### src/rtl/cpu_pkg.sv
`default_nettype none
// ============================================================================
// Module      : cpu_pkg
// Description : Shared types and constants for the PC sequencer slice.
//               branch_t    - 3-bit branch class from the decoder
//               seq_state_t - sequencer FSM states
//               fault_t     - fault code reported when the sequencer halts
//               INSTR_BYTES - size of one instruction in bytes
// Revision    : 1.0 - initial release
// ============================================================================
package cpu_pkg;

  localparam int unsigned INSTR_BYTES = 4;

  typedef enum logic [2:0] {
    BR_NONE = 3'b000,
    BR_JAL  = 3'b001,
    BR_JALR = 3'b010,
    BR_RSVD = 3'b011,
    BR_BEQ  = 3'b100,
    BR_BNE  = 3'b101,
    BR_BLT  = 3'b110,
    BR_BGE  = 3'b111
  } branch_t;

  typedef enum logic [1:0] {
    ST_IDLE  = 2'b00,
    ST_FETCH = 2'b01,
    ST_EXEC  = 2'b10,
    ST_HALT  = 2'b11
  } seq_state_t;

  typedef enum logic [1:0] {
    FAULT_NONE     = 2'b00,
    FAULT_MISALIGN = 2'b01,
    FAULT_TIMEOUT  = 2'b10
  } fault_t;

endpackage : cpu_pkg
`default_nettype wire

### src/rtl/branch_resolve.sv
`default_nettype none
// ============================================================================
// Module      : branch_resolve
// Description : Combinational branch decision and next-PC computation.
//   branch  in  3   branch class (see cpu_pkg::branch_t)
//   zero    in  1   ALU result == 0
//   less    in  1   ALU less-than
//   pc      in  32  PC of the executing instruction
//   rs1     in  32  jalr base register
//   imm     in  32  sign-extended immediate
//   taken   out 1   control transfer happens
//   next_pc out 32  address of the next instruction
// Revision    : 1.0 - initial release
// ============================================================================
module branch_resolve
  import cpu_pkg::*;
(
  input  logic [2:0]  branch,
  input  logic        zero,
  input  logic        less,
  input  logic [31:0] pc,
  input  logic [31:0] rs1,
  input  logic [31:0] imm,
  output logic        taken,
  output logic [31:0] next_pc
);

  branch_t     w_br;
  logic [31:0] w_seq_pc;
  logic [31:0] w_rel_pc;
  logic [31:0] w_jalr_sum;

  assign w_br = branch_t'(branch);

  // All sums wrap naturally at 32 bits.
  assign w_seq_pc   = pc + 32'(INSTR_BYTES);
  assign w_rel_pc   = pc + imm;
  assign w_jalr_sum = rs1 + imm;

  // The reserved encoding behaves like "no branch".
  always_comb begin
    taken = 1'b0;
    case (w_br)
      BR_JAL, BR_JALR: taken = 1'b1;
      BR_BEQ:          taken = zero;
      BR_BNE:          taken = ~zero;
      BR_BLT:          taken = less;
      BR_BGE:          taken = ~less;
      default:         taken = 1'b0;
    endcase
  end

  // jalr drops bit 0 of the target; bit 1 survives and is caught upstream
  // as a misaligned target.
  always_comb begin
    next_pc = w_seq_pc;
    if (taken) begin
      if (w_br == BR_JALR) begin
        next_pc = {w_jalr_sum[31:1], 1'b0};
      end else begin
        next_pc = w_rel_pc;
      end
    end
  end

endmodule : branch_resolve
`default_nettype wire

### src/rtl/pc_sequencer.sv
`default_nettype none
// ============================================================================
// Module      : pc_sequencer
// Description : Fetch/execute sequencer. Requests an instruction at pc,
//               holds it for the datapath until exec_done, then advances pc
//               to the resolved next PC and counts the retirement. Halts on
//               halt_req, misaligned target or fetch timeout.
//   clk          in  1   clock, rising edge
//   rst_n        in  1   asynchronous active-low reset
//   imem_req     out 1   fetch request (FETCH state)
//   imem_addr    out 32  fetch address (= pc)
//   imem_ready   in  1   imem_rdata valid this cycle
//   imem_rdata   in  32  fetched instruction
//   instr        out 32  registered instruction to the datapath
//   instr_valid  out 1   instr is executing (EXEC state)
//   branch       in  3   branch class
//   zero, less   in  1   ALU flags
//   rs1, imm     in  32  jalr base / sign-extended immediate
//   exec_done    in  1   datapath finished the current instruction
//   halt_req     in  1   halt after this instruction (sampled with exec_done)
//   pc           out 32  current PC
//   retire_cnt   out 32  retired-instruction count
//   halted       out 1   in HALT state
//   fault        out 2   00 none, 01 misaligned target, 10 fetch timeout
// Revision    : 1.0 - initial release
// ============================================================================
module pc_sequencer
  import cpu_pkg::*;
#(
  parameter logic [31:0] RESET_PC     = 32'h0000_0000,
  parameter int unsigned IMEM_TIMEOUT = 16  // must be >= 1
) (
  input  logic        clk,
  input  logic        rst_n,
  output logic        imem_req,
  output logic [31:0] imem_addr,
  input  logic        imem_ready,
  input  logic [31:0] imem_rdata,
  output logic [31:0] instr,
  output logic        instr_valid,
  input  logic [2:0]  branch,
  input  logic        zero,
  input  logic        less,
  input  logic [31:0] rs1,
  input  logic [31:0] imm,
  input  logic        exec_done,
  input  logic        halt_req,
  output logic [31:0] pc,
  output logic [31:0] retire_cnt,
  output logic        halted,
  output logic [1:0]  fault
);

  localparam int unsigned c_WAIT_W = (IMEM_TIMEOUT > 1) ? $clog2(IMEM_TIMEOUT) : 1;
  localparam logic [c_WAIT_W-1:0] c_WAIT_LAST = c_WAIT_W'(IMEM_TIMEOUT - 1);
  localparam logic [c_WAIT_W-1:0] c_WAIT_ONE  = c_WAIT_W'(1);

  seq_state_t          r_state;
  seq_state_t          w_state_next;
  logic [c_WAIT_W-1:0] r_wait_cnt;
  logic [31:0]         r_pc;
  logic [31:0]         r_retire_cnt;
  logic [31:0]         r_instr;
  fault_t              r_fault;

  logic                w_taken;
  logic [31:0]         w_next_pc;
  logic                w_capture;
  logic                w_retire;
  logic                w_misalign;
  logic                w_timeout;

  branch_resolve u_branch_resolve (
    .branch  (branch),
    .zero    (zero),
    .less    (less),
    .pc      (r_pc),
    .rs1     (rs1),
    .imm     (imm),
    .taken   (w_taken),
    .next_pc (w_next_pc)
  );

  // --------------------------------------------------------------------------
  // State register
  // --------------------------------------------------------------------------
  always_ff @(posedge clk or negedge rst_n) begin
    if (!rst_n) begin
      r_state <= ST_IDLE;
    end else begin
      r_state <= w_state_next;
    end
  end

  // --------------------------------------------------------------------------
  // Next-state and control strobes. Inputs are only looked at in the state
  // that owns them, so stray strobes elsewhere fall through untouched.
  // --------------------------------------------------------------------------
  always_comb begin
    w_state_next = r_state;
    w_capture    = 1'b0;
    w_retire     = 1'b0;
    w_misalign   = 1'b0;
    w_timeout    = 1'b0;
    case (r_state)
      ST_IDLE: begin
        w_state_next = ST_FETCH;
      end
      ST_FETCH: begin
        if (imem_ready) begin
          w_capture    = 1'b1;
          w_state_next = ST_EXEC;
        end else if (r_wait_cnt == c_WAIT_LAST) begin
          w_timeout    = 1'b1;
          w_state_next = ST_HALT;
        end
      end
      ST_EXEC: begin
        if (exec_done) begin
          w_retire = 1'b1;
          // pc is always word aligned, so only a redirect can misalign.
          w_misalign = w_taken && (w_next_pc[1:0] != 2'b00);
          if (w_misalign || halt_req) begin
            w_state_next = ST_HALT;
          end else begin
            w_state_next = ST_FETCH;
          end
        end
      end
      ST_HALT: begin
        w_state_next = ST_HALT;
      end
      default: begin
        w_state_next = ST_IDLE;
      end
    endcase
  end

  // --------------------------------------------------------------------------
  // Datapath registers
  // --------------------------------------------------------------------------
  always_ff @(posedge clk or negedge rst_n) begin
    if (!rst_n) begin
      r_wait_cnt   <= '0;
      r_pc         <= RESET_PC;
      r_retire_cnt <= 32'd0;
      r_instr      <= 32'd0;
      r_fault      <= FAULT_NONE;
    end else begin
      // Counts FETCH cycles; zero on every entry into FETCH.
      if (r_state == ST_FETCH) begin
        r_wait_cnt <= r_wait_cnt + c_WAIT_ONE;
      end else begin
        r_wait_cnt <= '0;
      end

      if (w_capture) begin
        r_instr <= imem_rdata;
      end

      // A misaligned target still retires, but pc keeps the faulting
      // instruction's address for post-mortem.
      if (w_retire) begin
        r_retire_cnt <= r_retire_cnt + 32'd1;
        if (!w_misalign) begin
          r_pc <= w_next_pc;
        end
      end

      if (w_misalign) begin
        r_fault <= FAULT_MISALIGN;
      end else if (w_timeout) begin
        r_fault <= FAULT_TIMEOUT;
      end
    end
  end

  // --------------------------------------------------------------------------
  // Outputs: registers or pure state decode only
  // --------------------------------------------------------------------------
  assign imem_req    = (r_state == ST_FETCH);
  assign instr_valid = (r_state == ST_EXEC);
  assign halted      = (r_state == ST_HALT);
  assign imem_addr   = r_pc;
  assign pc          = r_pc;
  assign retire_cnt  = r_retire_cnt;
  assign instr       = r_instr;
  assign fault       = r_fault;

endmodule : pc_sequencer
`default_nettype wire

### config.mk
export PLATFORM = sky130hd
export DESIGN_NAME = pc_sequencer
export DESIGN_NICKNAME = d
export VERILOG_FILES = /design/src/rtl/cpu_pkg.sv /design/src/rtl/branch_resolve.sv /design/src/rtl/pc_sequencer.sv
export SDC_FILE = /design/constraint.sdc
export NUM_CORES = 1
export LEC_CHECK = 0
export ABC_AREA = 0
export BUFFER_PORTS_ARGS = -buffer_cell sky130_fd_sc_hd__buf_2
export CORE_ASPECT_RATIO = 1.75
export CORE_MARGIN = 5
export CORE_UTILIZATION = 44
export DETAILED_ROUTE_END_ITERATION = 16
export HOLD_SLACK_MARGIN = 0.1
export PLACE_DENSITY = 0.74
export SKIP_CTS_REPAIR_TIMING = 1
export SLEW_MARGIN = 20
export SYNTH_ARGS = -nofsm -noshare
export SYNTH_HDL_FRONTEND = slang
export SYNTH_SLANG_ARGS = --single-unit
export TNS_END_PERCENT = 100
### constraint.sdc
create_clock -name clk -period 3.3 [get_ports clk]
set_input_delay 0 -clock clk [delete_from_list [all_inputs] [get_ports clk]]
set_output_delay 0 -clock clk [all_outputs]
set_load 0.05 [all_outputs]
==> results of run 1 <==
## worst max-delay path by stage
stage / startpoint / depth (start not counted) / endpoint
after floorplan: imem_addr[0] / 12 / imem_addr[26]
after global placement: imem_addr[0] / 12 / imem_addr[26]
after detailed placement: imem_addr[0] / 12 / imem_addr[26]
after CTS: imem_addr[0] / 12 / imem_addr[26]
after global routing: imem_addr[0] / 12 / imem_addr[26]
final: imem_addr[0] / 12 / imem_addr[26]
## flip-flops by register name, summed over array words and instances (netlist names)
signal,cells
fault,2
imem_addr,32
instr,32
r_state,2
r_wait_cnt,4
retire_cnt,32
## worst max-delay path: stages (launching register included)
cell	delay [ps]
dfrtp_1	400
ha_1	210
inv_1	60
fa_1	400
nor2b_1	160
o31a_1	200
o211ai_1	140
a21o_1	200
a31oi_1	400
o211ai_1	180
a31oi_1	210
a21oi_1	90
a311oi_1	230
## synth_stat cells (5+ instances only)
cell type	count
o21bai_1	12
a211oi_1	13
dfrtp_1	104
o221ai_1	5
and4_1	5
mux2i_1	7
o21a_1	12
buf_4	34
and3_1	16
nor3_1	21
nor2b_1	8
inv_1	31
nand3_1	38
xor2_1	29
o21ai_1	5
ha_1	64
o21ai_0	60
nand4_1	19
o211ai_1	7
mux2_2	33
o22ai_1	8
nand2_1	90
a21oi_1	103
a21o_1	20
nand2b_1	10
a31oi_1	20
clkbuf_1	19
nor2_1	89
xnor2_1	51
buf_1	6
and2_1	10
## power by group through the flow
stage / clock network (mW) / logic [mW] / registers (mW)
finish: 1.21 / 4.29 / 1.90
floorplan: 0 / 2.32 / 2.90
CTS: 1.23 / 4.24 / 1.89
detailed placement: 0 / 4.22 / 1.92
global route: 1.26 / 4.59 / 1.95
global placement: 0 / 4.20 / 1.90
## cells by family after synthesis
group / count (synthesis)
AOI/OAI and AO/OA: 312
adders and majority gates: 66
and+or+nand+nor: 338
muxes: 40
buffers and inverters: 94
xor gates and xnor gates: 80
DFF: 104
## final cells by class
| class | instances | area share, % |
|---|---|---|
| antenna | 1 | 0.0231 |
| clock buffer | 10 | 2.21 |
| clock inverter | 6 | 0.937 |
| inverter | 31 | 1.08 |
| sequential | 104 | 24.1 |
| tap | 245 | 2.83 |
| timing repair buffer | 298 | 16.2 |
| multi-input combinational | 836 | 52.7 |
## layer usage
metal / wire, um / share of wire, % / up-vias / GRT usage, %
li1: - / - / 4257 / -
met1: 10900 / 37 / 4153 / 27.1
met2: 15300 / 51 / 402 / 44.3
met3: 2000 / 6.7 / 81 / 2.98
met4: 1550 / 5.2 / 0 / 13.6
met5: 0 / 0 / - / 0
==> out/qor.yml, run 1 <==
chipWidth_um: 117
final_cells: 1531
tightest_slew_ps: 789
antenna_found_initial: 1
route.detailed.drc: 0
die_area_mm2: 0.0230
clk_latency_ps: 350
first_pass_iters: 5
rows: 68
arrival_ps: 3220
layout-drive-gt1-share_pct: 26.5
synth_warnings: 0
dp_hpwl_mm: 23.0
grt_pass1_wl_mm: 44.6
h-tree-depth: 3
synthCells: 1034
end_kind: "register"
grtUsageTotal_pct: 24.5
irDropWorstVdd_mv: 0.557
holdPathStages: 5
synth_top_area_share_pct: 29.7
synth_top_family_by_area: "compound AO/OA/AOI/OAI gates"
ys_types: 78
criticalPathCategory: "reg -> reg"
fin_worst_skew_ps: 13.5
holdPathEnd: "imem_addr[30]"
r2r_start: "imem_addr[0]"
grt_pass1_vias: 8746
synth_fa_ha_area_share_pct: 9.59
drtIter0Drc: 686
multiInputGateArea_mm2: 0.00570
cts_buffers: 9
start_util_pct: 44.6
ys_ff_latch: 104
wirelength_mm: 29.7
cp_max_fo: 4
hold_start: "imm[30]"
cts_tree: "built"
stdcell_area_mm2: 0.0108
port_buffers: 238
drv_slew: 0
setup_ws_ps: 336
power_mw: 7.40
io_pins: 239
clkPwrFrac_pct: 16.3
rsz0062_at_grt: "false"
syn_area_per_cell_um2: 8.48
place_ws_ps: 449
combinationalPowerShare_pct: 58.0
synth_edf_count: 0
grt_max_degree: 88
relSlewSlack_pct: 47.3
dp.cells: 1475
num-fill-cells: 1740
fmax_mhz: 337
yosys.area.top_type: "dfrtp_1"
synthMuxAreaShare_pct: 5.04
min_period_ps: 2960
clockRootBuffer: "clkbuf_16"
powerDensity_mw_per_mm2: 684
layout_common_cells: "buf_2, dfrtp_1, a21oi_1, nand2_1, nor2_1"
cap_violations: 0
numClockSinks: 104
placed_area_mm2: 0.0101
worstRegToRegCells: 12
avgViaCountPerCell: 5.81
synthArstFlopShare_pct: 100
power_switching_mw: 3.83
fp.dieH_um: 197
gp_congestion: 0.949
seq_power_share_pct: 25.7
core-area_mm2: 0.0197
fin_util_pct: 55.0
post_synth_main_area_contributors: "dfrtp_1, ha_1, a21oi_1, xnor2_1, mux2_2"
r2r_slack_ps: 340
areaGrowthSynthToFinish_pct: 23.4
switching_share_pct: 51.7
hold_class: "in -> reg"
required_ps: 3560
synth-simple-area-share_pct: 19.4
synth_fp_nets: 1206
clkTransAtPathRegs_ps: 70
clk_path_buf_depth: 2
grt-ovfl-total: 0
final-seq-area_mm2: 0.00260
syn-cell-area_mm2: 0.00877
p_int_mw: 3.57
via_count: 8893
outcome: "complete, no violations"
fin_tns_setup_ps: 0
synth_compound_area_share_pct: 22.7
finalCritPeriodShare_pct: 89.8
cp-start-kind: "register"
nNetsFinal: 1452
routedWlPerCell_um: 19.4
finalSetupViolCount: 0
p_leak_nw: 5.26
hold_ws_ps: 212
ys_seq_area_share_pct: 29.7
layout_commonest_cell: "buf_2"
ys.flop_type: "dfrtp_1"
synth-xor-area-share_pct: 7.99
finalHoldViolCount: 0
r2r_end: "imem_addr[26]"
ant_nets: 0
Note: power is estimated with default switching activity, not from simulation.
==> run 2: changes to the inputs <==
Settings changed: ABC_AREA 0 to 1, PLACE_DENSITY 0.74 to 0.72.
==> out/qor.yml, run 2 <==
fmax_mhz: 404
clkTransAtPathRegs_ps: 80
r2r_slack_ps: 830
avgViaCountPerCell: 5.09
num-fill-cells: 2463
end_kind: "register"
synth_top_area_share_pct: 24.6
r2r_end: "imem_addr[6]"
h-tree-depth: 3
fin_tns_setup_ps: 0
routedWlPerCell_um: 17.2
placed_area_mm2: 0.0119
io_pins: 239
syn-cell-area_mm2: 0.0106
crit_end: "imem_addr[6]"
via_count: 11600
power_mw: 9.81
synth_warnings: 0
ys.flop_type: "dfrtp_1"
cts_buffers: 9
relSlewSlack_pct: 35.2
irDropWorstVdd_mv: 0.574
ys_ff_latch: 104
rows: 75
synthArstFlopShare_pct: 100
route.detailed.drc: 0
finalSetupViolCount: 0
core-area_mm2: 0.0238
yosys.area.top_type: "dfrtp_1"
hold_start: "imm[31]"
grtUsageTotal_pct: 27.7
p_leak_nw: 7.55
grt-ovfl-total: 0
fin_worst_skew_ps: 8.21
layout_commonest_cell: "nand2_1"
synthCells: 1714
numClockSinks: 104
cp_max_fo: 25
arrival_ps: 2750
grt_max_degree: 76
gp_congestion: 0.990
drv_slew: 0
startpoint: "imem_addr[0]"
start_util_pct: 44.5
min_period_ps: 2470
synth_fp_nets: 1886
layout-drive-gt1-share_pct: 16.8
areaGrowthSynthToFinish_pct: 18.9
hold_class: "in -> reg"
chipWidth_um: 127
synth_edf_count: 0
rsz0062_at_grt: "false"
ant_nets: 0
layout_common_cells: "nand2_1, inv_1, buf_2, nor2_1, dfrtp_1"
r2r_start: "imem_addr[0]"
drtIter0Drc: 689
criticalPathCategory: "reg -> reg"
ys_types: 44
synth.most_common_cell: "nand2_1"
wirelength_mm: 39.0
finalHoldViolCount: 0
grt_pass1_vias: 11300
cap_violations: 0
required_ps: 3580
powerDensity_mw_per_mm2: 778
ys_seq_area_share_pct: 24.6
clk_path_buf_depth: 2
diodes: 0
clockRootBuffer: "clkbuf_16"
nNetsFinal: 2131
outcome: "complete, no violations"
first_pass_iters: 6
grt_pass1_wl_mm: 59.2
antenna_found_initial: 0
die_area_mm2: 0.0274
syn_area_per_cell_um2: 6.18
dp_hpwl_mm: 32.1
cts_tree: "built"
worstRegToRegCells: 11
finalCritPeriodShare_pct: 74.9
synth_top_cells_by_count: "nand2_1, inv_1, nor2_1"
tightest_slew_ps: 972
clk_latency_ps: 360
stdcell_area_mm2: 0.0126
port_buffers: 238
post_synth_main_area_contributors: "dfrtp_1, nand2_1, inv_1, ha_1, nor2_1"
fp.dieH_um: 215
cp-start-kind: "register"
hold_ws_ps: 240
==> run 2: layer usage <==
metal	up-vias	global-route usage [%]	share of wire, %	wire length (um)
li1	5766	-	-	-
met1	5198	26.8	34	13100
met2	460	50.2	51	19800
met3	150	4.25	5.5	2130
met4	0	23.1	10	3930
met5	-	0	0	0
==> run 2: area by class of cell <==
type	count	area [um^2]	area share (%)
clock buffers	9	225	1.79
inverters	309	1160	9.20
clock inverters	7	80.1	0.635
repair buffers	286	1640	13.0
multi-input cells	1249	6500	51.6
flip-flops and latches	104	2600	20.7
well taps	308	385	3.06
==> run 2: how the worst min path moves through the flow <==
stage / depth (start not counted) / endpoint / slack, ps
2_1_floorplan: 0 / fault[0] / -300
3_3_place_gp: 1 / instr[2] / 210
3_5_place_dp: 1 / instr[2] / 210
4_1_cts: 1 / instr[2] / -160
5_1_grt: 6 / imem_addr[24] / 280
6_report: 8 / imem_addr[31] / 240
==> run 2: cells by family after synthesis <==
| logic type | Yosys count | synth area share (%) |
|---|---|---|
| AOI/OAI and AO/OA | 153 | 7.66 |
| xor gates and xnor gates | 60 | 4.96 |
| adders and majority gates | 66 | 7.93 |
| buffers and inverters | 361 | 14.1 |
| DFF | 104 | 24.6 |
| muxes | 32 | 3.40 |
| and+or+nand+nor | 938 | 37.4 |
==> run 2: critical path: stages (launching register included) <==
cell and delay [ps]:
dfrtp_1 380, ha_1 180, inv_1 50, fa_1 470, nand2_1 50, nand2_1 80, nand2_1 60, nand2_2 120
nand2_2 250, inv_2 450, o21ai_0 170, o22ai_1 130
==> run 2: per-stage QoR <==
step / setup slack, ps / utilization (%) / cells
after global placement: 890 / 50.1 / 2220
after CTS: 812 / 51.4 / 2236
after global routing: 561 / 52.9 / 2272
after floorplan: 1020 / - / 1714
final: 828 / 52.9 / 2272
after detailed placement: 839 / 50.1 / 2220
==> run 2: where the power goes <==
group / switching, mW / internal, mW
Clock: 0.525 / 0.600
Sequential: 0.641 / 1.66
Combinational: 4.66 / 1.72
==> run 3: changes to the inputs <==
Settings changed: PLACE_DENSITY 0.72 to 0.75.
Clock period 3.3 ns to 2.26 ns, I/O delays scaled along.
==> out/qor.yml, run 3 (synthesis gave the netlist of run 2 again) <==
outcome: "complete, no violations"
route.detailed.drc: 0
core-area_mm2: 0.0238
fp.dieH_um: 215
crit_path_top_delay_cell: "fa_2"
arrival_ps: 2420
first_pass_iters: 6
p_leak_nw: 7.80
powerDensity_mw_per_mm2: 1130
avgViaCountPerCell: 5.06
cp-start-kind: "register"
via_count: 11700
rows: 75
layout-drive-gt1-share_pct: 19.7
final_cells: 2318
irDropWorstVdd_mv: 1.02
ant_nets: 0
clockRootBuffer: "clkbuf_16"
num-fill-cells: 2438
placed_area_mm2: 0.0123
die_area_mm2: 0.0274
end_kind: "register"
fmax_mhz: 462
fin_worst_skew_ps: 15.5
rsz0062_at_grt: "true"
grtUsageTotal_pct: 28.3
nNetsFinal: 2177
hold_class: "in -> async"
cap_violations: 0
layout_common_cells: "nand2_1, inv_1, buf_2, nor2_1, dfrtp_1"
hold_ws_ps: 158
relSlewSlack_pct: 60.7
clk_path_buf_depth: 2
cts_tree: "built"
numClockSinks: 104
antenna_found_initial: 0
io_pins: 239
grt_max_degree: 49
finalCritPeriodShare_pct: 95.7
finalHoldViolCount: 0
cts_buffers: 9
cp_max_fo: 17
crit_chain: "ha_1 -> inv_1 -> fa_2 -> nand2_1 -> nand2_1 -> nand2_1 -> nand2_2 -> nand2_4 -> buf_12 -> clkbuf_16 -> a21oi_1 -> a21oi_1"
gp_congestion: 0.976
max_stage_delay_ps: 510
clkTransAtPathRegs_ps: 80
criticalPathCategory: "reg -> reg"
crit_path_frequent_cell: "nand2_1"
layout_commonest_cell: "nand2_1"
clk_latency_ps: 370
drv_slew: 0
tightest_slew_ps: 589
required_ps: 2520
dp_hpwl_mm: 32.7
port_buffers: 238
r2r_slack_ps: 100
min_period_ps: 2160
stdcell_area_mm2: 0.0131
finalSetupViolCount: 0
routedWlPerCell_um: 17.3
power_mw: 14.8
wirelength_mm: 40.2
grt_pass1_wl_mm: 60.3
chipWidth_um: 127
drtIter0Drc: 585
dp.cells: 2263
fin_tns_setup_ps: 0
diodes: 0
grt-ovfl-total: 0
h-tree-depth: 3
start_util_pct: 44.5
grt_pass1_vias: 11900
areaGrowthSynthToFinish_pct: 23.6
==> run 3: changes by cell type in the layout (fill, tap and decap cells not counted), sizes merged <==
cell,delta
buf,+45
bufinv,-1
clkbuf,+1
clkinv,+1
clkinvlp,+1
inv,-1
==> run 3: routing by layer <==
metal	track usage, %	up-vias	part of all wire, %	wire length, um
met5	0	-	0	0
met4	25.2	0	10	4180
met3	3.83	149	5.2	2070
met2	50.7	421	51	20500
met1	27.7	5314	33	13400
li1	-	5845	-	-
==> run 3: report_power, final <==
part	total, mW	internal (mW)	leakage, nW	switching, mW
Combinational	10.2	2.90	6.33	7.34
Clock	1.61	0.792	0.147	0.823
Sequential	2.92	2.44	1.32	0.484
Total	14.8	6.13	7.80	8.65
==> run 3: through the flow <==
stage / setup WS (ps) / util [%]
after detailed placement: 47.9 / 51.5
after CTS: 35.8 / 52.9
after global placement: 54.8 / 51.5
after floorplan: 56.0 / -
after global routing: -1.11 / 55.0
final: 97.0 / 55.0
==> run 3: worst paths after layout <==
path / endpoint / cells past startpoint / from
min in group clk: imem_addr[28] / 6 / branch[0]
hold / removal: instr[9] / 2 / rst_n
hold reg to reg: r_wait_cnt[0] / 1 / r_wait_cnt[0]
setup reg to reg: imem_addr[22] / 12 / imem_addr[0]
max in group asynchronous: imem_addr[0] / 3 / rst_n
setup / recovery: imem_addr[22] / 12 / imem_addr[0]
==> run 3: worst max-delay path: cells and delay by family (launching register included) <==
kind	cells	cell delay [ps]
simple gates	5	420
fa+ha+maj	2	670
flops	1	370
compound gates	2	250
buf+inv	3	360
==> run 3: area by class of cell <==
cell class	instances	area, um^2	area share [%]
Sequential cell	104	2600	19.9
Clock inverter	7	90.1	0.688
Clock buffer	9	225	1.72
Inverter	309	1160	8.87
Multi-Input combinational cell	1249	6590	50.3
Timing Repair Buffer	332	2040	15.6
Tap cell	308	385	2.94
